[config.mk]
export PLATFORM = sky130hd
export DESIGN_NAME = imm_gen_stage
export DESIGN_NICKNAME = d
export VERILOG_FILES = /design/src/rtl/riscv_pkg.sv /design/src/rtl/tartaruga_pkg.sv /design/src/rtl/imm_extract.sv /design/src/rtl/imm_gen_stage.sv
export SDC_FILE = /design/constraint.sdc
export NUM_CORES = 1
export LEC_CHECK = 0
export ABC_AREA = 1
export BUFFER_PORTS_ARGS = -buffer_cell sky130_fd_sc_hd__buf_2
export CAP_MARGIN = 10
export CORE_MARGIN = 2
export CORE_UTILIZATION = 32
export CTS_CLUSTER_SIZE = 14
export DETAILED_ROUTE_END_ITERATION = 6
export PLACE_DENSITY = 0.56
export SYNTH_ARGS = -nofsm -noshare
export SYNTH_HDL_FRONTEND = slang
export SYNTH_HIERARCHICAL = 1
export SYNTH_SLANG_ARGS = --single-unit
[constraint.sdc]
create_clock -name clk_i -period 4.1 [get_ports clk_i]
set_input_delay 0.615 -clock clk_i [delete_from_list [all_inputs] [get_ports clk_i]]
set_output_delay 0.615 -clock clk_i [all_outputs]
set_load 0.01 [all_outputs]
[src/rtl/riscv_pkg.sv]
// RV32/RV64 base opcode constants shared by the decode-side stages.
package riscv_pkg;

    localparam logic [6:0] OP_LUI    = 7'b0110111;
    localparam logic [6:0] OP_AUIPC  = 7'b0010111;
    localparam logic [6:0] OP_ALU_I  = 7'b0010011;
    localparam logic [6:0] OP_ALU_R  = 7'b0110011;
    localparam logic [6:0] OP_LW     = 7'b0000011;
    localparam logic [6:0] OP_SW     = 7'b0100011;
    localparam logic [6:0] OP_BRANCH = 7'b1100011;
    localparam logic [6:0] OP_JAL    = 7'b1101111;
    localparam logic [6:0] OP_JALR   = 7'b1100111;
    localparam logic [6:0] OP_SYSTEM = 7'b1110011;

endpackage

[src/rtl/tartaruga_pkg.sv]
// Core-wide types: immediate formats and the instruction record passed between stages.
package tartaruga_pkg;

    typedef enum logic [2:0] {
        IMM_NONE = 3'd0,
        IMM_I    = 3'd1,
        IMM_S    = 3'd2,
        IMM_B    = 3'd3,
        IMM_U    = 3'd4,
        IMM_J    = 3'd5,
        IMM_Z    = 3'd6
    } imm_fmt_t;

    typedef struct packed {
        logic [31:0] pc;
        logic [31:0] word;
    } instr_data_t;

endpackage

[src/rtl/imm_extract.sv]
// Combinational immediate decoder: picks the format from the opcode and
// builds the extended immediate for an XLEN-wide datapath.
module imm_extract
    import riscv_pkg::*;
    import tartaruga_pkg::*;
#(
    parameter int XLEN = 32
) (
    input  logic [31:0]     instr_i,
    output logic [XLEN-1:0] imm_o,
    output imm_fmt_t        fmt_o
);

    logic [31:0] imm32;

    always_comb begin
        fmt_o = IMM_NONE;
        case (instr_i[6:0])
            OP_LUI, OP_AUIPC:        fmt_o = IMM_U;
            OP_ALU_I, OP_LW, OP_JALR: fmt_o = IMM_I;
            OP_SW:                   fmt_o = IMM_S;
            OP_BRANCH:               fmt_o = IMM_B;
            OP_JAL:                  fmt_o = IMM_J;
            OP_SYSTEM:               fmt_o = instr_i[14] ? IMM_Z : IMM_NONE;
            default:                 fmt_o = IMM_NONE;
        endcase
    end

    // Every format fits in 32 bits with its sign already in bit 31 (Z is
    // positive), so widening to XLEN is a single signed cast.
    always_comb begin
        imm32 = '0;
        case (fmt_o)
            IMM_I: imm32 = {{20{instr_i[31]}}, instr_i[31:20]};
            IMM_S: imm32 = {{20{instr_i[31]}}, instr_i[31:25], instr_i[11:7]};
            IMM_B: imm32 = {{19{instr_i[31]}}, instr_i[31], instr_i[7],
                            instr_i[30:25], instr_i[11:8], 1'b0};
            IMM_U: imm32 = {instr_i[31:12], 12'b0};
            IMM_J: imm32 = {{11{instr_i[31]}}, instr_i[31], instr_i[19:12],
                            instr_i[20], instr_i[30:21], 1'b0};
            IMM_Z: imm32 = {27'b0, instr_i[19:15]};
            default: imm32 = '0;
        endcase
        imm_o = XLEN'($signed(imm32));
    end

endmodule

[src/rtl/imm_gen_stage.sv]
// Immediate-generation pipeline stage: extracts the immediate and buffers it
// with its instruction in a two-entry output/skid buffer.
module imm_gen_stage
    import tartaruga_pkg::*;
#(
    parameter int XLEN = 32
) (
    input  logic            clk_i,
    input  logic            rst_i,
    input  logic            flush_i,
    input  logic            valid_i,
    output logic            ready_o,
    input  instr_data_t     instr_i,
    output logic            valid_o,
    input  logic            ready_i,
    output instr_data_t     instr_o,
    output logic [XLEN-1:0] imm_o,
    output imm_fmt_t        imm_fmt_o
);

    // Handshake: a transfer happens on a rising edge where valid and ready are
    // both high; valid never waits on ready, and ready_o is a pure register
    // (the skid slot is empty) so ready_i never reaches ready_o combinationally.

    logic [XLEN-1:0] ext_imm;
    imm_fmt_t        ext_fmt;

    logic            skid_valid;
    instr_data_t     skid_instr;
    logic [XLEN-1:0] skid_imm;
    imm_fmt_t        skid_fmt;

    logic accept;
    logic out_free;

    imm_extract #(.XLEN(XLEN)) u_extract (
        .instr_i (instr_i.word),
        .imm_o   (ext_imm),
        .fmt_o   (ext_fmt)
    );

    assign ready_o  = ~skid_valid;
    assign accept   = valid_i & ready_o;
    assign out_free = ~valid_o | ready_i;

    always_ff @(posedge clk_i) begin
        if (rst_i) begin
            valid_o    <= 1'b0;
            instr_o    <= '0;
            imm_o      <= '0;
            imm_fmt_o  <= IMM_NONE;
            skid_valid <= 1'b0;
            skid_instr <= '0;
            skid_imm   <= '0;
            skid_fmt   <= IMM_NONE;
        end else if (flush_i) begin
            valid_o    <= 1'b0;
            skid_valid <= 1'b0;
        end else if (out_free) begin
            // Skid full implies ready_o=0, so it never races a new accept.
            if (skid_valid) begin
                valid_o    <= 1'b1;
                instr_o    <= skid_instr;
                imm_o      <= skid_imm;
                imm_fmt_o  <= skid_fmt;
                skid_valid <= 1'b0;
            end else if (accept) begin
                valid_o   <= 1'b1;
                instr_o   <= instr_i;
                imm_o     <= ext_imm;
                imm_fmt_o <= ext_fmt;
            end else begin
                valid_o <= 1'b0;
            end
        end else if (accept) begin
            skid_valid <= 1'b1;
            skid_instr <= instr_i;
            skid_imm   <= ext_imm;
            skid_fmt   <= ext_fmt;
        end
    end

endmodule
==> results of run 1 <==
==> path summary, 6_finish.rpt <==
path,cells past startpoint,to,slack [ps],startpoint
setup reg to reg,6,imm_o[11]$_SDFFE_PP0P_,1390,skid_valid$_SDFFE_PP0P_
hold / removal,2,valid_o$_SDFFE_PP0P_,430,flush_i
hold reg to reg,2,skid_instr[60]$_SDFFE_PP0P_,480,skid_instr[60]$_SDFFE_PP0P_
setup / recovery,6,imm_o[11]$_SDFFE_PP0P_,1390,skid_valid$_SDFFE_PP0P_
==> per-stage QoR <==
| stage | instance area [µm²] | hold slack (ps) | std cells |
|---|---|---|---|
| 2_1_floorplan | 10200 | 454 | 1698 |
| 3_3_place_gp | 11200 | 462 | 2174 |
| 3_5_place_dp | 11200 | 471 | 2174 |
| 4_1_cts | 11800 | 408 | 2205 |
| 5_1_grt | 11800 | 434 | 2207 |
| 6_report | 11800 | 431 | 2207 |
==> registers in the layout, summed over array words and instances, names as in the netlist <==
| signal | count |
|---|---|
| instr_o | 64 |
| skid_instr | 64 |
| imm_o | 32 |
| skid_imm | 32 |
| imm_fmt_o | 3 |
| skid_fmt | 3 |
| skid_valid | 1 |
| valid_o | 1 |
==> routing by layer <==
metal  wire length, µm  track usage (%)  vias to the layer above
met5                 0                0                        -
li1                  -                -                     5259
met3              2230             5.15                       28
met2             13200             29.2                      217
met4               501             5.32                        0
met1             13400             23.5                     4347
==> layout by cell type, fill, tap and decap left out, drive strengths merged <==
master,instances
nand4,10
dfxtp,200
o21ai,103
inv,222
nand2,468
a21o,1
diode,2
nand3,149
buf,181
nor2,438
bufinv,6
clkinv,1
clkbuf,23
o31ai,1
==> synthesized netlist by cell type <==
library cell	instances
a21o_1	1
buf_1	28
buf_2	39
buf_4	4
buf_6	7
clkbuf_1	29
dfxtp_1	200
inv_1	215
inv_2	6
nand2_1	460
nand2_2	6
nand2_4	2
nand3_1	147
nand3_2	1
nand3_4	1
nand4_1	10
nor2_1	430
nor2_2	2
nor2_4	5
nor2_8	1
o21ai_0	101
o21ai_1	1
o21ai_4	1
o31ai_1	1
==> logic make-up (layout without fill, tap and decap cells) <==
family	after synthesis	after routing	synth area share, %
AND/OR/NAND/NOR	1065	1065	42.3
buffers and inverters	328	433	13.2
flip-flops	200	200	39.2
other	0	2	0
AO/OA/AOI/OAI	105	105	5.31
==> cell type report <==
type / count / area, µm² / share of cell area, %
timing repair buffer: 181 / 973 / 8.23
tap: 402 / 503 / 4.25
clock inverter: 8 / 194 / 1.64
clock buffer: 23 / 458 / 3.87
antenna: 2 / 5.00 / 0.0423
inverter: 221 / 835 / 7.05
sequential: 200 / 4010 / 33.9
multi-input combinational: 1170 / 4860 / 41.0
==> worst register-to-register path, cell delays in order (launching register included) <==
cell,delay [ps]
dfxtp_4,840
inv_2,140
nand2_2,130
nand3_4,580
buf_4,620
nor2_1,230
nor2_1,60
==> power groups by stage <==
stage	clock [mW]	sequential (mW)	combinational, mW
floorplan	0	2.14	0.315
global placement	0	2.11	0.545
detailed placement	0	2.11	0.547
CTS	1.98	2.07	0.551
global route	2.05	2.07	0.626
finish	1.92	2.06	0.543
==> key figures, run 1 <==
Run status
  • Status: finished clean

Yosys
  • Area leader, netlist: dfxtp_1
  • Post-Syn Instances: 1698
  • Syn_area_per_cell: 6.01 µm²
  • Post-synthesis cell type count: 24
  • Synthesized cell area: 10200 µm²
  • Top post-synthesis cells by area: dfxtp_1 39%, nand2_1 17%, nor2_1 16%
  • YS warnings: 6
  • Yosys reg bits: 200
  • Register area share after synthesis: 39.2%
  • Synth top area share: 39.2%
  • Syn_nets: 1767

Global routing
  • Initial antenna violation count: 2
  • Total gr overflow: 0
  • First-pass GRT wire length: 48.1 mm
  • Total GRT Usage: 18.1%
  • Vias in the first global route: 9074
  • Largest net degree at the start of global routing: 113

Finish
  • # nets final: 1860
  • Core Util, Final: 37.6%
  • Share of cells above drive strength 1: 12.9%
  • # fillers: 3425
  • Area grow syn2layout: 15.9%

CTS
  • TritonCTS sink count: 200
  • Hold_buf cts: 0
  • Clock Latency Late Sink: 450 ps
  • H-tree depth: 4
  • Setup bufs post-CTS: 0
  • Clock transition at path regs: 80 ps
  • # resized after CTS: 0
  • Total CTS buffers: 17
  • CTS tree: yes
  • Clock Tree Buf Depth: 2
  • Clock tree root buffer cell: clkbuf_16

Route
  • DR pass1 iterations: 5
  • WL/cell: 13.3 µm
  • Total detailed-routing wirelength: 29.4 mm
  • Post-DR vias/cell: 4.46
  • DRC errors left: 0
  • Iteration-0 DRC Markers: 645
  • Vias post-DR: 9851
  • Detail Route Antenna Nets: 0

Power and ir drop
  • Pwr/cell area: 383 nW/µm²
  • Part of the power in registers: 45.6%
  • Gate power share: 12.0%
  • Max IR drop VDD: 0.000308 V
  • Int Pwr: 3.37 mW
  • Switching share of total power: 25.7%
  • Clk pwr share: 42.5%
  • Tot Pwr: 4.53 mW
  • Psw: 1.16 mW
  • Pleak: 6.06 nW

Critical path
  • Crit path top cell by count: nor2_1
  • CP cell instances: inv_2 -> nand2_2 -> nand3_4 -> buf_4 -> nor2_1 -> nor2_1
  • Highest-delay cell along the critical path: dfxtp_4
  • Worst path buffer plus inverter count: 2
  • Required @ worst endpoint: 4440 ps
  • Worst setup EP type: register
  • Top delay family on crit path: simple AND/OR/NAND/NOR gates
  • Worst Path Arrival: 3050 ps
  • Startpoint Class: register
  • Crit path largest cell delay: 840 ps
  • Critical path type: register to register
  • CP Max Fanout: 73

STA
  • Fmax: 369 MHz
  • Clock Skew: 11.6 ps
  • Worst-margin pin slew: 912 ps
  • RSZ-0062 raised after global routing: false
  • Final Max Slew Viols: 0
  • Worst Slack Setup Final: 1390 ps
  • Final worst path period need: 2710 ps
  • Worst relative slew slack: 39.1%
  • Fin. Hold Viols: 0
  • Setup violators final: 0
  • Setup TNS: 0 ps
  • Final period utilization: 66.1%

Die
  • Num rows: 65
  • DIE HEIGHT: 183 µm
  • Die X: 183 µm
  • Core Region: 31500 µm²
  • I/O pin cnt: 170
  • Die footprint: 33300 µm²
  • Starting Density: 32.4%

Placement
  • Post-Place Setup Slack: 1350 ps
  • Buffers on Ports: 169
  • Detailed Place HPWL: 18.8 mm
  • Gp weighted congestion: 0.848

Run
  • Max-cap violations: 0

Min path
  • Worst min path class: primary input to register
(Power assumes the default switching activity.)
==> inputs of run 2 (changes only) <==
--- a/config.mk
+++ b/config.mk
@@ -5,14 +5,14 @@
 export SDC_FILE = /design/constraint.sdc
 export NUM_CORES = 1
 export LEC_CHECK = 0
-export ABC_AREA = 1
+export ABC_AREA = 0
 export BUFFER_PORTS_ARGS = -buffer_cell sky130_fd_sc_hd__buf_2
 export CAP_MARGIN = 10
 export CORE_MARGIN = 2
 export CORE_UTILIZATION = 32
 export CTS_CLUSTER_SIZE = 14
 export DETAILED_ROUTE_END_ITERATION = 6
-export PLACE_DENSITY = 0.56
+export PLACE_DENSITY = 0.58
 export SYNTH_ARGS = -nofsm -noshare
 export SYNTH_HDL_FRONTEND = slang
 export SYNTH_HIERARCHICAL = 1
==> constraint.sdc (replaced) <==
create_clock -name clk_i -period 2.3 [get_ports clk_i]
set_input_delay 0.345 -clock clk_i [delete_from_list [all_inputs] [get_ports clk_i]]
set_output_delay 0.345 -clock clk_i [all_outputs]
set_load 0.01 [all_outputs]
==> run 2 against run 1 <==
Compared with the run above:
- sequential power up 77%
- clock-buffer cell count fell by 6
- worst hold slack got worse by 300 ps
- combinational power grew 62%
- via count fell by 25%
==> key figures, run 2 <==
Yosys
  • Top post-synthesis cells by area: dfxtp_1 42%, mux2i_1 21%, nand2b_1 13%
  • Number of synthesized flops with an enable pin: 0 (unchanged)
  • Register area share after synthesis: 42.2% (+3.0 points)
  • Post-synth top cells: 200 x dfxtp_1, 199 x nand2b_1, 198 x mux2i_1
  • Yosys reg bits: 200 (unchanged)
  • YS warnings: 6 (unchanged)
  • Syn_nets: 1027 (-42%)
  • Top_reg_cell synth: dfxtp_1
  • Area leader, netlist: dfxtp_1
  • Cell with the most instances after synthesis: dfxtp_1
  • Syn_area_per_cell: 9.90 µm² (+65%)
  • Post-Syn Instances: 958 (-44%)
  • Synth async-reset ratio: 0% (unchanged)
  • Synth top area share: 42.2% (+3.0 points)
  • Post-synthesis cell type count: 40 (+67%)
  • Synthesized cell area: 9490 µm² (-7.1%)

STA
  • Clock Skew: 9.56 ps (-2.03 ps)
  • Setup TNS: 0 ps (unchanged)
  • Final Max Slew Viols: 0 (unchanged)
  • Hold slack: 128 ps (-303 ps)
  • RSZ-0062 raised after global routing: false
  • Setup violators final: 0 (unchanged)
  • Final period utilization: 83.3%
  • Final worst path period need: 1910 ps
  • Fmax: 522 MHz
  • Fin. Hold Viols: 0 (unchanged)
  • Worst-margin pin slew: 608 ps (-304 ps)
  • Worst Slack Setup Final: 385 ps (-1010 ps)
  • Worst relative slew slack: 59.4% (+20 points)

Global routing
  • Initial antenna violation count: 2 (unchanged)
  • Vias in the first global route: 6985 (-23%)
  • Total GRT Usage: 16.9% (-1.2 points)
  • Total gr overflow: 0 (unchanged)
  • Largest net degree at the start of global routing: 103 (-8.8%)
  • First-pass GRT wire length: 40.9 mm (-15%)

Finish
  • Biggest regs: instr_o (64), skid_instr (64)
  • Area grow syn2layout: 19.3%
  • # nets final: 1149 (-38%)
  • Share of cells above drive strength 1: 22.9% (+9.9 points)
  • Final Non-Filler Cells: 1484 (-33%)
  • Commonest non-fill, non-tap cell in the layout: dfxtp_1
  • # fillers: 2944 (-14%)
  • Core Util, Final: 38.5% (+0.88 points)
  • Register area: 4010 µm² (unchanged)
  • Area taken by multi-input logic gates: 5040 µm² (+3.8%)
  • Highest-count cells in the layout ignoring fill and taps: 199 x dfxtp_1, 198 x mux2i_1, 198 x nand2b_1

Critical path
  • Startpoint Class: register
  • Crit path largest cell delay: 500 ps (-340 ps)
  • Worst Path Arrival: 1570 ps (-1480 ps)
  • Worst setup EP type: output port
  • Required @ worst endpoint: 1960 ps (-2480 ps)
  • Highest-delay cell along the critical path: buf_4
  • CP cell instances: buf_4 -> inv_1 -> buf_2
  • CP Max Fanout: 32 (-56%)
  • Critical path type: register to output port

Route
  • Iteration-0 DRC Markers: 340 (-47%)
  • Post-DR vias/cell: 5.00 (+12%)
  • DR pass1 iterations: 6 (+1)
  • Total detailed-routing wirelength: 26.3 mm (-10%)
  • Detail Route Antenna Nets: 0 (unchanged)
  • Vias post-DR: 7420 (-25%)
  • DRC errors left: 0 (unchanged)
  • WL/cell: 17.7 µm (+33%)

Die
  • Die X: 176 µm (-3.5%)
  • Die footprint: 31000 µm² (-6.9%)
  • I/O pin cnt: 170 (unchanged)
  • Starting Density: 32.3% (-0.17 points)
  • Core Region: 29400 µm² (-6.6%)
  • Num rows: 63 (-3.1%)
  • DIE HEIGHT: 176 µm (-3.5%)

Placement
  • Post-placement cell count: 1451 (-33%)
  • Gp weighted congestion: 0.816 (-3.8%)
  • Buffers on Ports: 169 (unchanged)
  • Post-Place Setup Slack: 98.0 ps (-1250 ps)
  • Detailed Place HPWL: 17.0 mm (-9.8%)

Run
  • Max-cap violations: 0 (unchanged)

CTS
  • Clock transition at path regs: 80 ps (about the same)
  • # resized after CTS: 0 (unchanged)
  • Total CTS buffers: 17 (unchanged)
  • CTS tree: yes
  • Setup bufs post-CTS: 0 (unchanged)
  • Clock Tree Buf Depth: 2 (unchanged)
  • Hold_buf cts: 0 (unchanged)
  • Clock tree root buffer cell: clkbuf_16
  • TritonCTS sink count: 200 (unchanged)
  • H-tree depth: 4 (unchanged)
  • Clock Latency Late Sink: 440 ps (about the same)

Power and ir drop
  • Pwr/cell area: 659 nW/µm² (+72%)
  • Max IR drop VDD: 0.000453 V (+47%)
  • Pleak: 4.10 nW (-32%)

Run status
  • Status: finished clean

Min path
  • Worst min path class: primary input to register
-- run 2: cell types whose count changed after synthesis, moves of 17 or more --
cell,before,now
nand2_1,460,3
a211oi_1,0,90
nand3_1,147,1
nand2b_1,0,199
a21o_1,1,18
o21ai_0,101,4
a21oi_1,0,100
clkbuf_1,29,52
inv_1,215,6
buf_1,28,0
nor2_1,430,3
mux2i_1,0,198
-- run 2: per-layer routing --
| metal | global-route usage [%] | wire length, µm | up-vias |
|---|---|---|---|
| met5 | 0 | 21 | - |
| met4 | 4.34 | 295 | 4 |
| met3 | 3.10 | 1190 | 19 |
| met2 | 25.7 | 11800 | 186 |
| met1 | 24.5 | 13000 | 3550 |
| li1 | - | - | 3661 |
-- run 2: final timing paths --
path	slack (ps)	start	cells past startpoint	to
setup / recovery	390	skid_valid$_SDFFE_PP0P_	3	ready_o
hold / removal	130	flush_i	2	valid_o$_SDFFE_PP0P_
setup reg to reg	450	valid_o$_SDFFE_PP0P_	5	instr_o[24]$_SDFFE_PP0P_
hold reg to reg	470	skid_instr[54]$_SDFFE_PP0P_	2	skid_instr[54]$_SDFFE_PP0P_
-- run 2: stage by stage --
step | power (mW) | area [µm²]
6_report | 7.46 | 11300
4_1_cts | 7.59 | 11300
3_5_place_dp | 4.62 | 10800
5_1_grt | 7.81 | 11300
2_1_floorplan | 4.24 | 9490
3_3_place_gp | 4.61 | 10800
-- run 2: cells by family (layout without fill, tap and decap cells) --
kind of cell,Yosys count,after routing,synth area share [%]
muxes,198,198,20.9
AOI/OAI and AO/OA,238,238,17.1
DFF,200,200,42.2
buffers and inverters,99,234,4.89
other,0,1,0
and+or+nand+nor,223,223,14.9
-- run 2: worst max-delay path, delay by kind of cell, from the launching register on --
kind | cells | cell delay, ps
buffers and inverters | 3 | 730
flip-flops | 1 | 390
-- run 2: report_power, final --
group / switching, mW / internal [mW]
registers: 0.0655 / 3.59
logic: 0.508 / 0.372
clock network: 1.50 / 1.44
total: 2.07 / 5.39
-- run 2: area by class of cell --
type,instances,share of cell area (%)
inverters,6,0.199
diodes,1,0.0221
flip-flops and latches,200,35.4
well taps,390,4.31
clock buffers,17,3.76
multi-input cells,659,44.6
clock inverters,15,1.18
repair buffers,196,10.5
